<file path="src/rtl/riscv_pkg.sv">
// Shared RISC-V definitions: datapath width and the ALU operation encoding.
package riscv_pkg;

    localparam int XLEN_DEFAULT = 64;

    typedef enum logic [3:0] {
        ALU_ADD  = 4'd0,
        ALU_SUB  = 4'd1,
        ALU_SLL  = 4'd2,
        ALU_SRL  = 4'd3,
        ALU_SRA  = 4'd4,
        ALU_SLT  = 4'd5,
        ALU_SLTU = 4'd6,
        ALU_XOR  = 4'd7,
        ALU_OR   = 4'd8,
        ALU_AND  = 4'd9
    } alu_op_e;

endpackage

</file>
<file path="src/rtl/forward_mux.sv">
// Per-source operand forwarding: the younger EX/MEM result wins over MEM/WB,
// and a load in EX/MEM is never forwarded because its data does not exist yet.
module forward_mux #(
    parameter int XLEN = riscv_pkg::XLEN_DEFAULT
) (
    input  logic [4:0]      i_src_addr,
    input  logic [XLEN-1:0] i_reg_data,
    input  logic [4:0]      i_exmem_rd,
    input  logic            i_exmem_reg_write,
    input  logic            i_exmem_is_load,
    input  logic [XLEN-1:0] i_exmem_result,
    input  logic [4:0]      i_memwb_rd,
    input  logic            i_memwb_reg_write,
    input  logic [XLEN-1:0] i_memwb_result,
    output logic [XLEN-1:0] o_data
);

    logic w_exmem_hit;
    logic w_memwb_hit;

    // x0 never matches because both hit terms require a nonzero destination.
    assign w_exmem_hit = i_exmem_reg_write && !i_exmem_is_load &&
                         (i_exmem_rd != 5'd0) && (i_exmem_rd == i_src_addr);
    assign w_memwb_hit = i_memwb_reg_write &&
                         (i_memwb_rd != 5'd0) && (i_memwb_rd == i_src_addr);

    // Priority select of the freshest available value.
    always_comb begin
        o_data = i_reg_data;
        if (w_exmem_hit) begin
            o_data = i_exmem_result;
        end else if (w_memwb_hit) begin
            o_data = i_memwb_result;
        end
    end

endmodule

</file>
<file path="src/rtl/ex_operand_stage.sv">
// Single-entry operand stage in front of the ALU: holds one decoded
// instruction, resolves forwarding from held state, stalls on load-use.
module ex_operand_stage #(
    parameter int XLEN = riscv_pkg::XLEN_DEFAULT
) (
    input  logic            clk,
    input  logic            rst_n,
    input  logic            in_valid,
    output logic            in_ready,
    input  logic [XLEN-1:0] rs1_data,
    input  logic [XLEN-1:0] rs2_data,
    input  logic [XLEN-1:0] imm,
    input  logic [4:0]      rs1_addr,
    input  logic [4:0]      rs2_addr,
    input  logic [4:0]      rd_addr,
    input  logic [3:0]      alu_op,
    input  logic            use_imm,
    input  logic            is_word,
    input  logic            reg_write,
    input  logic [4:0]      exmem_rd,
    input  logic            exmem_reg_write,
    input  logic            exmem_is_load,
    input  logic [XLEN-1:0] exmem_result,
    input  logic [4:0]      memwb_rd,
    input  logic            memwb_reg_write,
    input  logic [XLEN-1:0] memwb_result,
    input  logic            flush,
    input  logic            out_ready,
    output logic            out_valid,
    output logic [XLEN-1:0] op_a,
    output logic [XLEN-1:0] op_b,
    output logic [5:0]      shamt,
    output logic [3:0]      out_alu_op,
    output logic [4:0]      out_rd,
    output logic            out_reg_write,
    output logic            out_is_word,
    output logic [15:0]     stall_count
);

    import riscv_pkg::*;

    logic            r_valid;
    logic [XLEN-1:0] r_rs1_data;
    logic [XLEN-1:0] r_rs2_data;
    logic [XLEN-1:0] r_imm;
    logic [4:0]      r_rs1_addr;
    logic [4:0]      r_rs2_addr;
    logic [4:0]      r_rd_addr;
    alu_op_e         r_alu_op;
    logic            r_use_imm;
    logic            r_is_word;
    logic            r_reg_write;
    logic [15:0]     r_stall_count;

    logic            w_hazard;
    logic            w_out_valid;
    logic            w_in_ready;
    logic            w_capture;
    logic            w_drain;
    logic [XLEN-1:0] w_fwd_rs1;
    logic [XLEN-1:0] w_fwd_rs2;
    logic [XLEN-1:0] w_op_b;

    // Load-use: the load result is not ready yet, so the held entry must wait.
    // rs2 only matters when the immediate is not replacing it.
    assign w_hazard = r_valid && exmem_is_load && exmem_reg_write &&
                      (exmem_rd != 5'd0) &&
                      ((exmem_rd == r_rs1_addr) ||
                       ((exmem_rd == r_rs2_addr) && !r_use_imm));

    assign w_out_valid = r_valid && !w_hazard;
    assign w_drain     = w_out_valid && out_ready;
    assign w_in_ready  = !r_valid || w_drain;
    assign w_capture   = in_valid && w_in_ready;

    forward_mux #(.XLEN(XLEN)) u_fwd_rs1 (
        .i_src_addr        (r_rs1_addr),
        .i_reg_data        (r_rs1_data),
        .i_exmem_rd        (exmem_rd),
        .i_exmem_reg_write (exmem_reg_write),
        .i_exmem_is_load   (exmem_is_load),
        .i_exmem_result    (exmem_result),
        .i_memwb_rd        (memwb_rd),
        .i_memwb_reg_write (memwb_reg_write),
        .i_memwb_result    (memwb_result),
        .o_data            (w_fwd_rs1)
    );

    forward_mux #(.XLEN(XLEN)) u_fwd_rs2 (
        .i_src_addr        (r_rs2_addr),
        .i_reg_data        (r_rs2_data),
        .i_exmem_rd        (exmem_rd),
        .i_exmem_reg_write (exmem_reg_write),
        .i_exmem_is_load   (exmem_is_load),
        .i_exmem_result    (exmem_result),
        .i_memwb_rd        (memwb_rd),
        .i_memwb_reg_write (memwb_reg_write),
        .i_memwb_result    (memwb_result),
        .o_data            (w_fwd_rs2)
    );

    assign w_op_b = r_use_imm ? r_imm : w_fwd_rs2;

    // Entry register: flush wins over capture; capture may coincide with drain.
    always_ff @(posedge clk or negedge rst_n) begin
        if (!rst_n) begin
            r_valid     <= 1'b0;
            r_rs1_data  <= '0;
            r_rs2_data  <= '0;
            r_imm       <= '0;
            r_rs1_addr  <= '0;
            r_rs2_addr  <= '0;
            r_rd_addr   <= '0;
            r_alu_op    <= ALU_ADD;
            r_use_imm   <= 1'b0;
            r_is_word   <= 1'b0;
            r_reg_write <= 1'b0;
        end else if (flush) begin
            r_valid <= 1'b0;
        end else if (w_capture) begin
            r_valid     <= 1'b1;
            r_rs1_data  <= rs1_data;
            r_rs2_data  <= rs2_data;
            r_imm       <= imm;
            r_rs1_addr  <= rs1_addr;
            r_rs2_addr  <= rs2_addr;
            r_rd_addr   <= rd_addr;
            r_alu_op    <= alu_op_e'(alu_op);
            r_use_imm   <= use_imm;
            r_is_word   <= is_word;
            r_reg_write <= reg_write;
        end else if (w_drain) begin
            r_valid <= 1'b0;
        end
    end

    // Saturating count of load-use stall cycles.
    always_ff @(posedge clk or negedge rst_n) begin
        if (!rst_n) begin
            r_stall_count <= '0;
        end else if (w_hazard && (r_stall_count != 16'hFFFF)) begin
            r_stall_count <= r_stall_count + 16'd1;
        end
    end

    assign in_ready      = w_in_ready;
    assign out_valid     = w_out_valid;
    assign op_a          = w_fwd_rs1;
    assign op_b          = w_op_b;
    // W-ops shift by at most 31, so bit 5 of the amount is ignored.
    assign shamt         = r_is_word ? {1'b0, w_op_b[4:0]} : w_op_b[5:0];
    assign out_alu_op    = r_alu_op;
    assign out_rd        = r_rd_addr;
    assign out_reg_write = r_reg_write && w_out_valid;
    assign out_is_word   = r_is_word;
    assign stall_count   = r_stall_count;

endmodule

</file>
<file path="config.mk">
export PLATFORM = sky130hd
export DESIGN_NAME = ex_operand_stage
export DESIGN_NICKNAME = d
export VERILOG_FILES = /design/src/rtl/riscv_pkg.sv /design/src/rtl/forward_mux.sv /design/src/rtl/ex_operand_stage.sv
export SDC_FILE = /design/constraint.sdc
export NUM_CORES = 1
export LEC_CHECK = 0
export ABC_AREA = 1
export CAP_MARGIN = 20
export CORE_MARGIN = 3
export CORE_UTILIZATION = 30
export CTS_CLUSTER_DIAMETER = 50
export CTS_CLUSTER_SIZE = 14
export DETAILED_ROUTE_END_ITERATION = 10
export PLACE_DENSITY = 0.61
export SLEW_MARGIN = 25
export SYNTH_ARGS = -nofsm -noshare
export SYNTH_HDL_FRONTEND = slang
export SYNTH_SLANG_ARGS = --single-unit
</file>
<file path="constraint.sdc">
create_clock -name clk -period 2.22 [get_ports clk]
set_input_delay 0.444 -clock clk [delete_from_list [all_inputs] [get_ports clk]]
set_output_delay 0.444 -clock clk [all_outputs]
set_load 0.02 [all_outputs]
</file>
Yosys cells after proc, flatten, opt, wreduce, memory -nomap -nowiden
Index checks and enable logic that the tools add are counted.
{"block": "op_classes", "eq_ne": 5, "n_bitwise": 1, "reduce_logical": 27, "n_addsub": 1, "mux": 9}
{"cell": "$mux 64", "n": 5}
{"cell": "$eq 5x5->1", "n": 4}
{"cell": "$logic_and 1x1->1", "n": 17}
{"cell": "$add 16x1->16 const B", "n": 1}
{"cell": "$ne 16x16->1 const B", "n": 1}
{"cell": "$reduce_bool 5->1", "n": 2}
{"cell": "$mux 6", "n": 1}
{"cell": "$logic_not 1->1", "n": 4}
{"cell": "$mux 1", "n": 3}
{"cell": "$reduce_bool 3->1", "n": 1}
{"cell": "$logic_or 1x1->1", "n": 2}
{"cell": "$reduce_and 2->1", "n": 1}
{"cell": "$not 1->1", "n": 1}
{"block": "word_totals", "out_inout_bits": 163, "inputBits": 360, "reg_bits": 231, "word_cells": 55}

Longest topological paths before layout
Gate-level depths: netlist (run 1).
{"block": "depth", "depth_word": 11, "depth_mapped": 14, "mapped_depth_nobuf": 12}

Hierarchy
A second synthesis (run 1) with hierarchy kept.
{"block": "hier_totals", "hier_cells": 2460, "hier_area_um2": 16588.4}
{"module": "ex_operand_stage", "seq_area_each_um2": 5780.5, "cells_each": 1358, "area_each_um2": 10943.0, "instances": 1}
{"module": "forward_mux", "seq_area_each_um2": 0.0, "cells_each": 551, "area_each_um2": 2822.7, "instances": 2}

Least setup slack after synthesis (run 1)
Ideal clock, no wire load.
{"block": "synth_timing", "kind": "input-to-output", "start": "in exmem_rd[0]", "end": "out shamt[2]", "arrival_ns": 1.814, "slack_ns": -0.038, "required_ns": 1.776, "path_stages": 11, "path_buffers": 2, "path_cell_list": "inv_1 -> nand2_1 -> nand2_1 -> nor2_1 -> and3_1 -> nand2_2 -> buf_2 -> or2_2 -> nand3_1 -> nand2_1 -> buf_4"}
{"block": "synth_via", "elab_chain_cells": 6, "word_cells_on_any_way": 7, "classes_between": "eq/ne: 1; mux: 3; reduce/logical: 3"}
{"element": "from (decl)", "line_no": "ex_operand_stage.sv:20", "rtl": "input logic [4:0] exmem_rd,"}
{"element": "$reduce_bool 5->1", "line_no": "forward_mux.sv:23", "rtl": "(i_exmem_rd != 5'd0) && (i_exmem_rd == i_src_addr);"}
{"element": "$logic_and 1x1->1", "line_no": "forward_mux.sv:22", "rtl": "assign w_exmem_hit = i_exmem_reg_write && !i_exmem_is_load &&"}
{"element": "$logic_and 1x1->1 (*)", "line_no": "forward_mux.sv:23"}
{"element": "$mux 64 (*)", "line_no": "forward_mux.sv:30", "rtl": "if (w_exmem_hit) begin"}
{"element": "$mux 64 (*)", "line_no": "ex_operand_stage.sv:102", "rtl": "assign w_op_b = r_use_imm ? r_imm : w_fwd_rs2;"}
{"element": "net op_b[2]", "line_no": "ex_operand_stage.sv:31", "rtl": "output logic [XLEN-1:0] op_b,"}
{"element": "$mux 6 (*)", "line_no": "ex_operand_stage.sv:151", "rtl": "assign shamt = r_is_word ? {1'b0, w_op_b[4:0]} : w_op_b[5:0];"}
{"element": "to (decl)", "line_no": "ex_operand_stage.sv:32", "rtl": "output logic [5:0] shamt,"}
The timed path passes the listed nets; every way through them passes the cells marked *.

Final worst setup path (run 1)
{"block": "layout_timing", "start": "reg r_rs1_addr[0]", "end": "out op_a[5]"}
{"block": "layout_via", "elab_chain_cells": 4, "word_cells_on_any_way": 6, "classes_between": "eq/ne: 2; mux: 2; reduce/logical: 2"}
{"element": "from (decl)", "line_no": "ex_operand_stage.sv:46", "rtl": "logic [4:0] r_rs1_addr;"}
{"element": "from (signal assigned)", "line_no": "ex_operand_stage.sv:125", "rtl": "r_rs1_addr <= rs1_addr;"}
{"element": "$eq 5x5->1", "line_no": "forward_mux.sv:25", "rtl": "(i_memwb_rd != 5'd0) && (i_memwb_rd == i_src_addr);"}
{"element": "$logic_and 1x1->1", "line_no": "forward_mux.sv:25"}
{"element": "$mux 64", "line_no": "forward_mux.sv:32", "rtl": "end else if (w_memwb_hit) begin"}
{"element": "$mux 64 (*)", "line_no": "forward_mux.sv:30"}
{"element": "to (decl)", "line_no": "ex_operand_stage.sv:30", "rtl": "output logic [XLEN-1:0] op_a,"}
Every way passes the cells marked *; elsewhere a longest branch is shown, timed or not.

==> results of run 1 <==
-- sequential cells by signal, indices dropped and copies added (netlist names), 4 cells and up --
| register | count |
|---|---|
| r_rs1_addr | 5 |
| r_rs1_data | 64 |
| out_rd | 5 |
| r_rs2_addr | 5 |
| r_imm | 64 |
| stall_count | 16 |
| out_alu_op | 4 |
| r_rs2_data | 64 |
-- layout make-up --
class | instances | area (µm²) | area share (%)
tap | 585 | 732 | 3.36
timing repair buffer | 647 | 6660 | 30.6
sequential | 231 | 5780 | 26.6
antenna | 8 | 20.0 | 0.0920
clock buffer | 50 | 1020 | 4.71
inverter | 39 | 159 | 0.730
multi-input combinational | 1497 | 7180 | 33.0
clock inverter | 17 | 210 | 0.966
-- cell families after synthesis --
kind of cell / after synthesis / synth area share [%]
buffers and inverters: 182 / 6.69
AND/OR/NAND/NOR: 1393 / 44.4
XOR/XNOR: 24 / 1.59
flip-flops: 231 / 43.6
AO/OA/AOI/OAI: 79 / 3.59
adder cells (fa/ha/maj): 1 / 0.0944
-- what timing repair did --
action                                  in CTS  in global routing
buffers inserted                             4                 11
hold endpoints to repair                    32                  0
cloned                                       3                 12
endpoints found under the setup margin     137                236
hold buffers                                 1                  0
pin swaps                                    7                 19
gates resized for setup                    393                414
-- layout by cell type (no fill, tap or decap), types with 6 or more instances in the layout --
cell type        Yosys  layout
clkbuf_16            0      45
a31oi_1             64      41
o21ai_1              6       6
inv_1               34      32
dfrtp_1            231     228
dlymetal6s2s_1       0       7
clkbuf_1            61       8
buf_4                6      85
diode_2              0       8
nand2_1            875     842
nor2_4               0       9
nor2_2               0      10
clkdlybuf4s50_1      0     377
clkdlybuf4s15_1      0      13
or2_4                0       9
buf_2               37      55
nand2_4              2       7
a31oi_4              0       7
o21ai_0              6       6
nand3_1            353     337
buf_12               0      45
xnor2_1              9       7
buf_6               18      36
nand3_2              1      17
clkbuf_2             0      10
nor2_1              80      61
a31oi_2              0      16
xor2_1              15      14
nand2_2              1      26
or2_2               59      50
-- worst max-delay path: stages (launching register included) --
cell and delay [ns]:
dfrtp_1 0.41, inv_1 0.09, nand2_1 0.08, a21oi_2 0.19
nand3_2 0.11, or2_4 0.30, buf_8 0.15, buf_16 0.17
a31oi_1 0.18, clkdlybuf4s15_1 0.32
-- per-stage QoR --
stage / instance area, µm² / hold slack (ns) / utilization, %
CTS: 21100 / 0.397 / 48.7
finish: 21800 / 0.419 / 50.2
floorplan: 13300 / 0.148 / -
global route: 21800 / 0.431 / 50.2
detailed placement: 19700 / 0.385 / 45.5
global placement: 19700 / 0.383 / 45.5
-- metal layers --
metal	share of wire, %	GRT usage [%]
met1	40	30.1
met2	48	40.8
met3	8.7	6.46
met4	3.3	10.3
met5	0.14	0
-- power breakdown --
| group | switching (mW) | internal (mW) | leakage [nW] | total [mW] |
|---|---|---|---|---|
| clock network | 2.20 | 3.62 | 0.599 | 5.82 |
| logic | 2.81 | 2.27 | 7.18 | 5.08 |
| registers | 0.426 | 4.84 | 2.86 | 5.26 |
| total | 5.43 | 10.7 | 10.6 | 16.2 |
-- how the worst min path moves through the flow --
| stage | start | endpoint | slack [ns] | depth (start not counted) |
|---|---|---|---|---|
| 5_1_grt | rs1_data[39] | r_rs1_data[39]$_DFFE_PN0P_ | 0.43 | 3 |
| 4_1_cts | rst_n | stall_count[0]$_DFFE_PN0P_ | 0.40 | 2 |
| 3_5_place_dp | rst_n | stall_count[7]$_DFFE_PN0P_ | 0.38 | 1 |
| 2_1_floorplan | rst_n | out_alu_op[0]$_DFFE_PN0P_ | 0.15 | 0 |
| 6_report | rst_n | stall_count[3]$_DFFE_PN0P_ | 0.42 | 2 |
| 3_3_place_gp | rst_n | stall_count[11]$_DFFE_PN0P_ | 0.38 | 1 |
==> flow_metrics.py, run 1 <==
metrics = {
    "outcome": {
        "status": "complete, but fails checks",
        "failed_checks": "setup timing",
    },
    "timing": {
        "finalHoldViolations": 0,
        "rsz0062_at_grt": "true",
        "relSlewSlack_pct": 67.8,
        "post-route-min-period_ns": 3.00,
        "setup_violations": 137,
        "finalClockSkew_ns": 0.0220,
        "tightest_slew_ns": 0.484,
        "period_share_pct": 135,
        "drv_slew": 0,
        "setup-tns-final_ns": -89.05,
        "layout_setup_ws_ns": -0.785,
        "timing.fmax_mhz": 333,
    },
    "clocking": {
        "cts-root-buf": "clkbuf_16",
        "cts_tree": "done",
        "ctsLongestPathBuffers": 3,
        "path_clk_slew_ns": 0.06,
        "cts_max_level": 2,
        "numCtsBuffers": 37,
        "clkLatencyLatePin_ns": 0.55,
        "cts.sinks": 231,
    },
    "cells_and_area": {
        "synthToLayoutAreaGrowth_pct": 64.2,
        "final_nets": 2814,
        "instances_no_fill": 3074,
        "fillCellCount": 4285,
        "layout-drive-gt1-share_pct": 19.3,
    },
    "floorplan": {
        "rows": 76,
        "start_util_pct": 30.6,
        "die_w_um": 216,
        "core_area_um2": 43400,
        "dieArea_um2": 46800,
        "die_h_um": 216,
        "ioPinCount": 523,
    },
    "place": {
        "io_buffers": 522,
        "post-dp-hpwl_um": 42100,
        "dp_slack_ns": -1.14,
        "place.gp.congestion": 0.968,
        "dp.cells": 2969,
    },
    "critical_path": {
        "ff2ff_setup_slack_ns": 0.16,
        "crit_fanout": 17,
        "path_class": "reg -> out",
        "crit_path_end": "op_a[5]",
        "setup.worst_path.start_class": "flip-flop",
        "startpoint": "r_rs1_addr[0]$_DFFE_PN0P_",
        "arrival_ns": 2.56,
        "rr_endpoint": "r_rs1_data[36]$_DFFE_PN0P_",
        "crit_required_ns": 1.78,
        "reg2reg_from": "r_rs2_addr[4]$_DFFE_PN0P_",
        "reg2regPathDepth": 14,
        "endpoint_kind": "primary output",
    },
    "global_route": {
        "antenna_found_initial": 13,
        "grt_pass1_vias": 15300,
        "grt_first_pass_wirelength_um": 89600,
        "grt_util_all_layers_pct": 24.5,
        "overflow": 0,
        "grt_max_degree": 95,
    },
    "synthesis": {
        "ys_seq_area_share_pct": 43.6,
        "synth_ff_type": "dfrtp_1",
        "synthArstFlopShare_pct": 100,
        "syn_area_um2": 13300,
        "syn_nets": 2271,
        "synthTopCellsByCount": "nand2_1, nand3_1, dfrtp_1",
        "synth_cell_types": 29,
        "synth_edf_count": 0,
        "yosys.area.top_type": "dfrtp_1",
        "synth_cells": 1910,
        "synth_area_leaders": "dfrtp_1, nand2_1, nand3_1",
        "ys_seq_elements": 231,
        "synth_area_per_cell_um2": 6.94,
        "yosysMostFrequentCell": "nand2_1",
        "ys_warn_count": 0,
        "yosys.area.top_type_share_pct": 43.6,
    },
    "routing": {
        "drc": 0,
        "drt_iter0_drc": 1381,
        "wl_per_cell_um": 20.8,
        "drtAntennaViolNets": 0,
        "via_per_inst": 5.09,
        "vias": 15600,
        "drt_first_pass_iters": 5,
        "routed_wl_um": 63800,
    },
    "pwr": {
        "p_leak_nw": 10.6,
        "power.total_mw": 16.2,
        "cellPowerDensity_nw_per_um2": 742,
        "irDropWorstVdd_v": 0.000451,
    },
    "job": {
        "max-cap-violations": 0,
    },
    "min_path": {
        "hold_path_class": "in -> async",
    },
}
(Power assumes the default switching activity.)
==> run 2: changes to the inputs <==
--- a/config.mk
+++ b/config.mk
@@ -9,7 +9,7 @@
 export CAP_MARGIN = 20
 export CORE_MARGIN = 3
 export CORE_UTILIZATION = 30
-export CTS_CLUSTER_DIAMETER = 50
+export CTS_CLUSTER_DIAMETER = 200
 export CTS_CLUSTER_SIZE = 14
 export DETAILED_ROUTE_END_ITERATION = 10
 export PLACE_DENSITY = 0.61
==> flow_metrics.py, run 2 (synthesized netlist as in run 1, its figures left out) <==
metrics = {
    "timing": {
        "post-route-min-period_ns": 2.99,
        "tightest_slew_ns": 0.500,
        "setup_violations": 137,
        "drv_slew": 0,
        "rsz0062_at_grt": "true",
        "finalHoldViolations": 0,
        "timing.fmax_mhz": 334,
        "finalClockSkew_ns": 0.0150,
        "fin_hold_ws_ns": 0.428,
        "relSlewSlack_pct": 66.6,
        "layout_setup_ws_ns": -0.773,
        "period_share_pct": 135,
    },
    "critical_path": {
        "cpMostUsedCell": "nand2_2",
        "max_stage_delay_ns": 0.46,
        "crit_path_cell_trace": "nand2_2 > nand2_2 > nor2_4 > and3_4 > nand2_8 > buf_12 > clkbuf_16 > or2_4 > nand3_2 > nand2_2 > buf_6",
        "cp_slowest_cell": "dfrtp_2",
        "crit_fanout": 8,
        "endpoint_kind": "primary output",
        "path_class": "reg -> out",
        "reg2regPathDepth": 15,
        "crit_required_ns": 1.78,
        "setup.worst_path.start_class": "flip-flop",
        "arrival_ns": 2.55,
    },
    "global_route": {
        "met3_usage_pct": 5.40,
        "grtUsageMet2_pct": 41.5,
        "grt_busiest_layer": "met2",
        "grt_util_all_layers_pct": 24.4,
        "grt_max_degree": 95,
        "overflow": 0,
        "gr-usage-met1_pct": 31.1,
        "antenna_found_initial": 12,
        "grt_pass1_vias": 15000,
        "grt_first_pass_wirelength_um": 90000,
    },
    "floorplan": {
        "die_w_um": 216,
        "die_h_um": 216,
        "start_util_pct": 30.6,
        "dieArea_um2": 46800,
        "core_area_um2": 43400,
        "ioPinCount": 523,
        "rows": 76,
    },
    "clocking": {
        "cts-root-buf": "clkbuf_16",
        "clkLatencyLatePin_ns": 0.53,
        "ctsLongestPathBuffers": 3,
        "numCtsBuffers": 20,
        "cts_tree": "done",
        "cts_max_level": 1,
        "path_clk_slew_ns": 0.07,
        "cts.sinks": 231,
    },
    "routing": {
        "drt_first_pass_iters": 7,
        "drc": 0,
        "drt_iter0_drc": 1365,
        "via_per_inst": 5.23,
        "routed_wl_um": 72300,
        "drtAntennaViolNets": 0,
        "vias": 16200,
        "wl_per_cell_um": 23.4,
    },
    "outcome": {
        "status": "complete, but fails checks",
        "failed_checks": "setup timing",
    },
    "job": {
        "max-cap-violations": 0,
    },
    "place": {
        "dp.cells": 2969,
        "post-dp-hpwl_um": 42100,
        "place.gp.congestion": 0.968,
        "io_buffers": 522,
    },
    "pwr": {
        "cellPowerDensity_nw_per_um2": 605,
        "p_leak_nw": 11.6,
        "irDropWorstVdd_v": 0.000405,
    },
    "cells_and_area": {
        "synthToLayoutAreaGrowth_pct": 85.0,
        "layout-drive-gt1-share_pct": 29.6,
        "final_common_cell": "nand2_1",
        "mostFrequentLayoutCells": "nand2_1, clkdlybuf4s50_1, nand3_1, dfrtp_1, buf_6",
        "final_nets": 2864,
        "reg_top3": "r_imm x64, r_rs1_data x64, r_rs2_data x64",
        "instances_no_fill": 3094,
    },
    "min_path": {
        "hold_path_class": "in -> async",
    },
}
==> run 2: cell types whose count changed in the layout (fill, tap and decap cells not counted), moves of 32 or more <==
cell     before  now
a31oi_4       7   51
or2_4         9   41
nand3_1     337  270
buf_2        55    9
nand3_2      17   70
buf_6        36  132
or2_2        50   18
nand2_2      26   84
nor2_4        9   45
a31oi_1      41    7
nor2_1       61   19
nand2_1     842  767
==> run 2: final cells by class <==
class	instances	area [µm²]
fill	3889	18800
tap	585	732
clock buffer	22	529
multi-input combinational	1501	8920
clock inverter	1	8.76
sequential	231	5780
timing repair buffer	710	8380
antenna	5	12.5
inverter	39	164
==> run 2: critical path, delay by kind of cell (launching register included) <==
kind                   cells  cell delay [ns]
buffers and inverters      3             0.46
flip-flops                 1             0.46
AND/OR/NAND/NOR            8             1.10
==> run 2: metal layers <==
layer	vias up	part of all wire (%)
li1	7330	-
met2	821	48
met4	14	4.3
met3	196	8.3
met5	-	0.12
met1	7824	40
==> run 2: worst paths after layout <==
check                                                    to                       from  slack (ns)
max in group asynchronous             r_imm[44]$_DFFE_PN0P_                      rst_n        1.13
worst min-delay path            stall_count[11]$_DFFE_PN0P_                      rst_n        0.43
worst max register to register         r_imm[1]$_DFFE_PN0P_  r_rs2_addr[2]$_DFFE_PN0P_        0.05
min in group clk                      r_imm[60]$_DFFE_PN0P_                    imm[60]        0.47
worst max-delay path                               op_b[20]  r_rs2_addr[0]$_DFFE_PN0P_       -0.77
worst min register to register    r_rs1_data[3]$_DFFE_PN0P_  r_rs1_data[3]$_DFFE_PN0P_        0.47
==> run 2: repair_timing <==
| action | 4_1_cts | 5_1_grt |
|---|---|---|
| gates cloned | 6 | 45 |
| gates resized for setup | 443 | 994 |
| buffers inserted | 4 | 42 |
| hold buffers | 1 | 0 |
| endpoints found under the setup margin | 137 | 189 |
| pin swaps | 11 | 111 |
| endpoints found under the hold margin | 32 | 0 |
==> run 2: metrics by stage <==
step | setup TNS (ns) | power (mW) | cell area, µm² | util (%) | setup WS [ns]
2_1_floorplan | -0.0888 | 7.62 | 13300 | - | -0.00444
3_3_place_gp | -215.02 | 10.3 | 19700 | 45.5 | -1.18
3_5_place_dp | -210.84 | 10.4 | 19700 | 45.5 | -1.14
4_1_cts | -93.90 | 13.6 | 20500 | 47.2 | -0.786
5_1_grt | -102.98 | 15.5 | 24500 | 56.6 | -0.842
6_report | -87.77 | 14.8 | 24500 | 56.6 | -0.773
==> run 2: report_power, final <==
part | total [mW] | leakage [nW] | switching, mW | internal [mW]
sequential | 5.27 | 2.86 | 0.441 | 4.83
combinational | 6.20 | 8.44 | 3.22 | 2.97
clock | 3.37 | 0.265 | 1.69 | 1.68
